[src/rtl/spi_xfer_ctrl_if.sv]
// ---------------------------------------------------------------------------
// spi_xfer_ctrl_if
//   Bundles the signals around spi_xfer_ctrl: the command handshake from the
//   reader-command FSM and the SPI pin / SCK generator side.
//
//   Command side : start, rw, addr[5:0], wdata[7:0]  -> controller
//                  busy, done, err, rdata[7:0]       <- controller
//   SPI side     : sck_in, miso                      -> controller
//                  sck_en, ss_n, mosi                <- controller
//
//   slave  modport : used by spi_xfer_ctrl
//   master modport : used by whatever drives commands and models the pins
// ---------------------------------------------------------------------------
interface spi_xfer_ctrl_if;
    logic       start;
    logic       rw;
    logic [5:0] addr;
    logic [7:0] wdata;
    logic       busy;
    logic       done;
    logic       err;
    logic [7:0] rdata;
    logic       sck_en;
    logic       sck_in;
    logic       ss_n;
    logic       mosi;
    logic       miso;

    modport slave (
        input  start, rw, addr, wdata, sck_in, miso,
        output busy, done, err, rdata, sck_en, ss_n, mosi
    );

    modport master (
        output start, rw, addr, wdata, sck_in, miso,
        input  busy, done, err, rdata, sck_en, ss_n, mosi
    );
endinterface

[src/rtl/spi_xfer_ctrl.sv]
// ---------------------------------------------------------------------------
// spi_xfer_ctrl
//   Sequences one 16-bit SPI register access to the RFID reader (mode 0,
//   MSB first): address byte {rw, addr, 0}, then data byte (wdata, or 0 for
//   reads). Owns ss_n with its setup / hold / gap timing, enables the external
//   SCK generator and follows its SCK to shift mosi and sample miso.
//
//   Ports
//     clk   : system clock, rising edge
//     rst   : synchronous, active-high reset
//     bus   : spi_xfer_ctrl_if.slave
//               start/rw/addr/wdata in, busy/done/err/rdata out,
//               sck_in/miso in, sck_en/ss_n/mosi out
//
//   Parameters
//     SETUP_CYC : clk cycles with ss_n low before sck_en rises (>=1)
//     HOLD_CYC  : clk cycles with ss_n low after the last detected SCK fall (>=1)
//     GAP_CYC   : clk cycles with ss_n high before returning to IDLE (>=1)
//     EDGE_TO   : max clk cycles between SCK edges before the access aborts (>=2)
// ---------------------------------------------------------------------------
module spi_xfer_ctrl #(
    parameter int SETUP_CYC = 4,
    parameter int HOLD_CYC  = 4,
    parameter int GAP_CYC   = 8,
    parameter int EDGE_TO   = 64
) (
    input  logic             clk,
    input  logic             rst,
    spi_xfer_ctrl_if.slave   bus
);

    localparam int CNT_MAX = (SETUP_CYC > HOLD_CYC)
                           ? ((SETUP_CYC > GAP_CYC) ? SETUP_CYC : GAP_CYC)
                           : ((HOLD_CYC  > GAP_CYC) ? HOLD_CYC  : GAP_CYC);
    localparam int CNT_W   = $clog2(CNT_MAX + 1);
    localparam int TO_W    = $clog2(EDGE_TO + 1);

    localparam logic [CNT_W-1:0] SETUP_LD = CNT_W'(SETUP_CYC - 1);
    localparam logic [CNT_W-1:0] HOLD_LD  = CNT_W'(HOLD_CYC - 1);
    localparam logic [CNT_W-1:0] GAP_LD   = CNT_W'(GAP_CYC - 1);
    localparam logic [TO_W-1:0]  TO_LAST  = TO_W'(EDGE_TO - 1);
    localparam logic [4:0]       NBITS    = 5'd16;

    typedef enum logic [2:0] {IDLE, SETUP, SHIFT, HOLD, GAP} state_t;

    state_t           state;
    logic [CNT_W-1:0] cnt;
    logic [4:0]       bitcnt;
    logic [TO_W-1:0]  tocnt;
    logic [14:0]      tx;       // frame bits not yet presented on mosi
    logic [7:0]       rx;       // only the last 8 sampled bits (data byte) matter
    logic             rw_q;
    logic             abort;
    logic             sck_q;

    logic             busy_r;
    logic             done_r;
    logic             err_r;
    logic [7:0]       rdata_r;
    logic             sck_en_r;
    logic             ss_n_r;
    logic             mosi_r;

    logic [15:0]      frame;
    logic             rise;
    logic             fall;

    assign frame = {bus.rw, bus.addr, 1'b0, (bus.rw ? 8'h00 : bus.wdata)};

    // Edge detect against the previous sample: lags SCK by one clk, and rise
    // and fall are mutually exclusive by construction.
    assign rise = bus.sck_in & ~sck_q;
    assign fall = ~bus.sck_in & sck_q;

    assign bus.busy   = busy_r;
    assign bus.done   = done_r;
    assign bus.err    = err_r;
    assign bus.rdata  = rdata_r;
    assign bus.sck_en = sck_en_r;
    assign bus.ss_n   = ss_n_r;
    assign bus.mosi   = mosi_r;

    // NOTE: every register in this block is assigned with <= so all of them
    // see the same pre-edge values; blocking here would create ordering races.
    always_ff @(posedge clk) begin
        // NOTE: reset is synchronous and covers every register; there is no
        // storage array here that would need to be left out of reset.
        if (rst) begin
            state    <= IDLE;
            cnt      <= '0;
            bitcnt   <= '0;
            tocnt    <= '0;
            tx       <= '0;
            rx       <= '0;
            rw_q     <= 1'b0;
            abort    <= 1'b0;
            sck_q    <= 1'b0;
            busy_r   <= 1'b0;
            done_r   <= 1'b0;
            err_r    <= 1'b0;
            rdata_r  <= 8'h00;
            sck_en_r <= 1'b0;
            ss_n_r   <= 1'b1;
            mosi_r   <= 1'b0;
        end else begin
            sck_q  <= bus.sck_in;
            done_r <= 1'b0;
            err_r  <= 1'b0;

            case (state)
                IDLE: begin
                    if (bus.start) begin
                        tx     <= frame[14:0];
                        mosi_r <= frame[15];
                        rw_q   <= bus.rw;
                        abort  <= 1'b0;
                        ss_n_r <= 1'b0;
                        busy_r <= 1'b1;
                        cnt    <= SETUP_LD;
                        state  <= SETUP;
                    end
                end

                SETUP: begin
                    if (cnt == '0) begin
                        sck_en_r <= 1'b1;
                        bitcnt   <= '0;
                        tocnt    <= '0;
                        state    <= SHIFT;
                    end else begin
                        cnt <= cnt - CNT_W'(1);
                    end
                end

                SHIFT: begin
                    if (rise) begin
                        tocnt <= '0;
                        // Guard keeps bitcnt at 16 even if SCK misbehaves.
                        if (bitcnt != NBITS) begin
                            rx     <= {rx[6:0], bus.miso};
                            bitcnt <= bitcnt + 5'd1;
                        end
                    end else if (fall) begin
                        tocnt <= '0;
                        if (bitcnt == NBITS) begin
                            sck_en_r <= 1'b0;
                            mosi_r   <= 1'b0;
                            cnt      <= HOLD_LD;
                            state    <= HOLD;
                        end else begin
                            // Changing mosi only after a detected fall keeps
                            // it stable across the next rising SCK edge.
                            mosi_r <= tx[14];
                            tx     <= {tx[13:0], 1'b0};
                        end
                    end else if (tocnt == TO_LAST) begin
                        sck_en_r <= 1'b0;
                        mosi_r   <= 1'b0;
                        abort    <= 1'b1;
                        cnt      <= HOLD_LD;
                        state    <= HOLD;
                    end else begin
                        tocnt <= tocnt + TO_W'(1);
                    end
                end

                HOLD: begin
                    if (cnt == '0) begin
                        ss_n_r <= 1'b1;
                        done_r <= 1'b1;
                        err_r  <= abort;
                        if (rw_q && !abort) begin
                            rdata_r <= rx;
                        end
                        cnt   <= GAP_LD;
                        state <= GAP;
                    end else begin
                        cnt <= cnt - CNT_W'(1);
                    end
                end

                GAP: begin
                    if (cnt == '0) begin
                        busy_r <= 1'b0;
                        state  <= IDLE;
                    end else begin
                        cnt <= cnt - CNT_W'(1);
                    end
                end

                default: begin
                    busy_r   <= 1'b0;
                    sck_en_r <= 1'b0;
                    ss_n_r   <= 1'b1;
                    mosi_r   <= 1'b0;
                    state    <= IDLE;
                end
            endcase
        end
    end

endmodule

[src/flat_wrapper.sv]
// flat-port wrapper written by rule: the top's interface ports become plain ports
module spi_xfer_ctrl_flat 
#(
    parameter int SETUP_CYC = 4,
    parameter int HOLD_CYC  = 4,
    parameter int GAP_CYC   = 8,
    parameter int EDGE_TO   = 64
)
  (clk, rst, bus_start, bus_rw, bus_addr, bus_wdata, bus_sck_in, bus_miso, bus_busy, bus_done, bus_err, bus_rdata, bus_sck_en, bus_ss_n, bus_mosi);
  spi_xfer_ctrl_if bus_i ();
  input  logic clk;
  input  logic rst;
  input wire logic [$bits(bus_i.start)-1:0] bus_start;
  input wire logic [$bits(bus_i.rw)-1:0] bus_rw;
  input wire logic [$bits(bus_i.addr)-1:0] bus_addr;
  input wire logic [$bits(bus_i.wdata)-1:0] bus_wdata;
  input wire logic [$bits(bus_i.sck_in)-1:0] bus_sck_in;
  input wire logic [$bits(bus_i.miso)-1:0] bus_miso;
  output wire logic [$bits(bus_i.busy)-1:0] bus_busy;
  output wire logic [$bits(bus_i.done)-1:0] bus_done;
  output wire logic [$bits(bus_i.err)-1:0] bus_err;
  output wire logic [$bits(bus_i.rdata)-1:0] bus_rdata;
  output wire logic [$bits(bus_i.sck_en)-1:0] bus_sck_en;
  output wire logic [$bits(bus_i.ss_n)-1:0] bus_ss_n;
  output wire logic [$bits(bus_i.mosi)-1:0] bus_mosi;
  assign bus_i.start = bus_start;
  assign bus_i.rw = bus_rw;
  assign bus_i.addr = bus_addr;
  assign bus_i.wdata = bus_wdata;
  assign bus_i.sck_in = bus_sck_in;
  assign bus_i.miso = bus_miso;
  assign bus_busy = bus_i.busy;
  assign bus_done = bus_i.done;
  assign bus_err = bus_i.err;
  assign bus_rdata = bus_i.rdata;
  assign bus_sck_en = bus_i.sck_en;
  assign bus_ss_n = bus_i.ss_n;
  assign bus_mosi = bus_i.mosi;
  spi_xfer_ctrl #(.SETUP_CYC(SETUP_CYC), .HOLD_CYC(HOLD_CYC), .GAP_CYC(GAP_CYC), .EDGE_TO(EDGE_TO)) u_core (.clk(clk), .rst(rst), .bus(bus_i));
endmodule
[config.mk]
export PLATFORM = sky130hd
export DESIGN_NAME = spi_xfer_ctrl_flat
export DESIGN_NICKNAME = d
export VERILOG_FILES = /design/src/rtl/spi_xfer_ctrl_if.sv /design/src/rtl/spi_xfer_ctrl.sv /design/src/flat_wrapper.sv
export SDC_FILE = /design/constraint.sdc
export NUM_CORES = 1
export LEC_CHECK = 0
export CAP_MARGIN = 10
export CORE_AREA = 2 2 81 83
export DETAILED_ROUTE_END_ITERATION = 8
export DIE_AREA = 0 0 83 85
export GPL_TIMING_DRIVEN = 0
export PLACE_DENSITY = 0.7
export SLEW_MARGIN = 30
export SYNTH_ARGS = -nofsm -noshare
export SYNTH_HDL_FRONTEND = slang
export SYNTH_SLANG_ARGS = --single-unit
[constraint.sdc]
create_clock -name clk -period 3.4 [get_ports clk]
set_input_delay 0.68 -clock clk [delete_from_list [all_inputs] [get_ports clk]]
set_output_delay 0.68 -clock clk [all_outputs]
set_load 0.005 [all_outputs]
==> flow_metrics.env <==
export IMPL_outcome="completed"
export IMPL_grt_pass1_wl_mm=11.23
export IMPL_cts_buffer_depth=2
export IMPL_row_count=29
export IMPL_dpl_hpwl_mm=4.633
export IMPL_most_common_layout_cells="dfxtp_1, nor2_1, clkdlybuf4s50_1"
export IMPL_antenna_left=0
export IMPL_nets=394
export IMPL_total_power_mw=2.624
export IMPL_cts_setup_buffers=0
export IMPL_port_buffer_count=31
export IMPL_period_needed_ps=2469
export IMPL_drive_gt1_frac=0.1367
export IMPL_hold_viol=0
export IMPL_ir_drop_v=0.0004157
export IMPL_cts_buffers=9
export IMPL_gr_total_overflow=0
export IMPL_die_h_microns=85
export IMPL_relSlewSlack=0.5356
export IMPL_setup_violations=0
export IMPL_drtIter0Drc=119
export IMPL_wirelength_mm=6.434
export IMPL_vias_per_cell=5.460
export IMPL_final_common_cell="dfxtp_1"
export IMPL_cp_data_required_time_ps=3660
export IMPL_cts_root_buffer="clkbuf_8"
export IMPL_synth_area_leaders="dfxtp_1, mux2i_1, nor2_1"
export IMPL_vias=2457
export IMPL_hold_buffers=0
export IMPL_clkTransAtPathRegs_ps=70
export IMPL_core_sq_um=6205
export IMPL_fmax_ghz=0.4051
export IMPL_initial_core_util=0.4686
export IMPL_synth_warnings=0
export IMPL_rsz0062_at_grt="no"
export IMPL_cts_tree="yes"
export IMPL_postSynthCellCount=326
export IMPL_crit_type="primary input to register"
export IMPL_drv_cap=0
export IMPL_grt_start_max_net_pins=12
export IMPL_synth_top_flop_cell="dfxtp_1"
export IMPL_utilization=0.5652
export IMPL_grt_pass1_vias=2400
export IMPL_gp_congestion=0.9200
export IMPL_powerDensity_nw_per_um2=748.3
export IMPL_diodes=0
export IMPL_critPathArrivalTime_ps=2730
export IMPL_start_kind="primary input"
export IMPL_ios=34
export IMPL_hold_path_class="register to register"
export IMPL_ys_seq_area_frac=0.4062
export IMPL_synthArstFlopShare=0
export IMPL_maxSlewViolCount=0
export IMPL_syn_to_final_growth_pct=20.61
export IMPL_clkLatencyLatePin_ps=330
export IMPL_dieArea_sq_um=7055
export IMPL_tightest_slew_ps=696.6
export IMPL_synth_edff_count=0
export IMPL_syn_area_per_cell_sq_um=8.920
export IMPL_htreeDepth=3
export IMPL_fin_crit_sh=0.7261
export IMPL_cts_sinks=59
export IMPL_yosysUniqueCellTypes=55
export IMPL_yosysTopAreaCellShare=0.4062
export IMPL_die_w_microns=83
export IMPL_wire_per_inst_microns=14.30
export IMPL_syn_cell_area_sq_um=2908
export IMPL_first_pass_iters=4
export IMPL_endpoint_kind="register"
export IMPL_post_cts_resize_count=0
export IMPL_drc_errors=0
export IMPL_cellLeakagePower_nw=1.409
export IMPL_syn_nets=352
export IMPL_nFillCells=574
export IMPL_finalClockSkew_ps=7.334
export IMPL_grt_antenna_before_repair=0
export IMPL_yosys_area_top_type="dfxtp_1"
export IMPL_grt_usage=0.1937
export IMPL_critPathMaxFanout=6
export IMPL_setup_tns_ps=0
export IMPL_yosys_register_bits=59
[critical path: stages]
cell and delay, ps:
clkdlybuf4s50_1 510, inv_1 70, ha_1 260, nor2_1 160
and3_1 240, o211ai_1 160, or4b_1 500, a21oi_1 140
[synth_stat cells, drive strengths merged (2+ instances only)]
| cell type | instances |
|---|---|
| nor2 | 61 |
| dfxtp | 59 |
| mux2i | 21 |
| nand2 | 21 |
| a21oi | 19 |
| buf | 14 |
| a211oi | 12 |
| clkbuf | 10 |
| inv | 9 |
| nor3b | 9 |
| nand3 | 8 |
| a311oi | 7 |
| ha | 6 |
| o21ai | 6 |
| nand2b | 5 |
| nor2b | 5 |
| nor3 | 5 |
| xor2 | 5 |
| a31oi | 3 |
| and2 | 3 |
| and3 | 3 |
| o211ai | 3 |
| or3b | 3 |
| xnor2 | 3 |
| nor4 | 2 |
| nor4b | 2 |
| o2111ai | 2 |
| o22ai | 2 |
| or4 | 2 |
[cell families after synthesis]
family / synth area share
buf+inv: 0.06282
fa+ha+maj: 0.02582
simple gates: 0.2483
xor+xnor: 0.02410
flops: 0.4062
mux: 0.07616
compound gates: 0.1566
[power by group]
part | switching [mW] | internal, mW
logic | 0.623 | 0.472
clock network | 0.285 | 0.335
registers | 0.0840 | 0.826
total | 0.991 | 1.63
[state kept, by name (all words and copies together), names as in the netlist]
signal	flops
u_core.bus.mosi	1
u_core.rx	8
u_core.tx	15
u_core.cnt	4
u_core.rw_q	1
u_core.bitcnt	5
u_core.bus.ss_n	1
u_core.bus.sck_en	1
u_core.sck_q	1
u_core.tocnt	7
u_core.state	3
u_core.abort	1
u_core.bus.done	1
u_core.bus.busy	1
u_core.bus.err	1
u_core.bus.rdata	8
[layout make-up]
class,count,area [sq um],share of cell area
clock buffer,9,123.9,0.03532
multi-input combinational,234,1544,0.4402
sequential,59,1181,0.3368
clock inverter,7,68.82,0.01962
timing repair buffer,31,310.3,0.08848
inverter,9,33.78,0.009633
tap,77,96.34,0.02747
buffer,24,148.9,0.04245
[worst paths after layout]
path / from / endpoint / slack [ps] / cells after the start
max: bus_sck_in / u_core.cnt[2]$_SDFFE_PP0P_ / 930 / 8
min: u_core.bus.ss_n$_SDFFE_PP1P_ / u_core.bus.ss_n$_SDFFE_PP1P_ / 480 / 2
max reg2reg: u_core.cnt[0]$_SDFFE_PP0P_ / u_core.bus.rdata[1]$_SDFFE_PP0P_ / 1110 / 8
min reg2reg: u_core.bus.ss_n$_SDFFE_PP1P_ / u_core.bus.ss_n$_SDFFE_PP1P_ / 480 / 2
[per-layer routing]
layer	GRT usage	vias up	routed length, microns
met4	0.06706	0	47
met2	0.3262	50	3023
met3	0.04280	5	314
met5	0	-	0
met1	0.2464	1168	3049
li1	-	1234	-
[metrics by stage]
step	setup slack, ps	instances	cell area (sq um)	hold WS (ps)
after global placement	687.2	434	3314	457.4
after global routing	831.8	450	3507	503.2
after floorplan	1344	326	2908	445.6
final	931.3	450	3507	476.5
after detailed placement	629.1	434	3314	466.3
after CTS	975.3	450	3507	476.2
No activity file was read; power rests on OpenSTA's default activity.
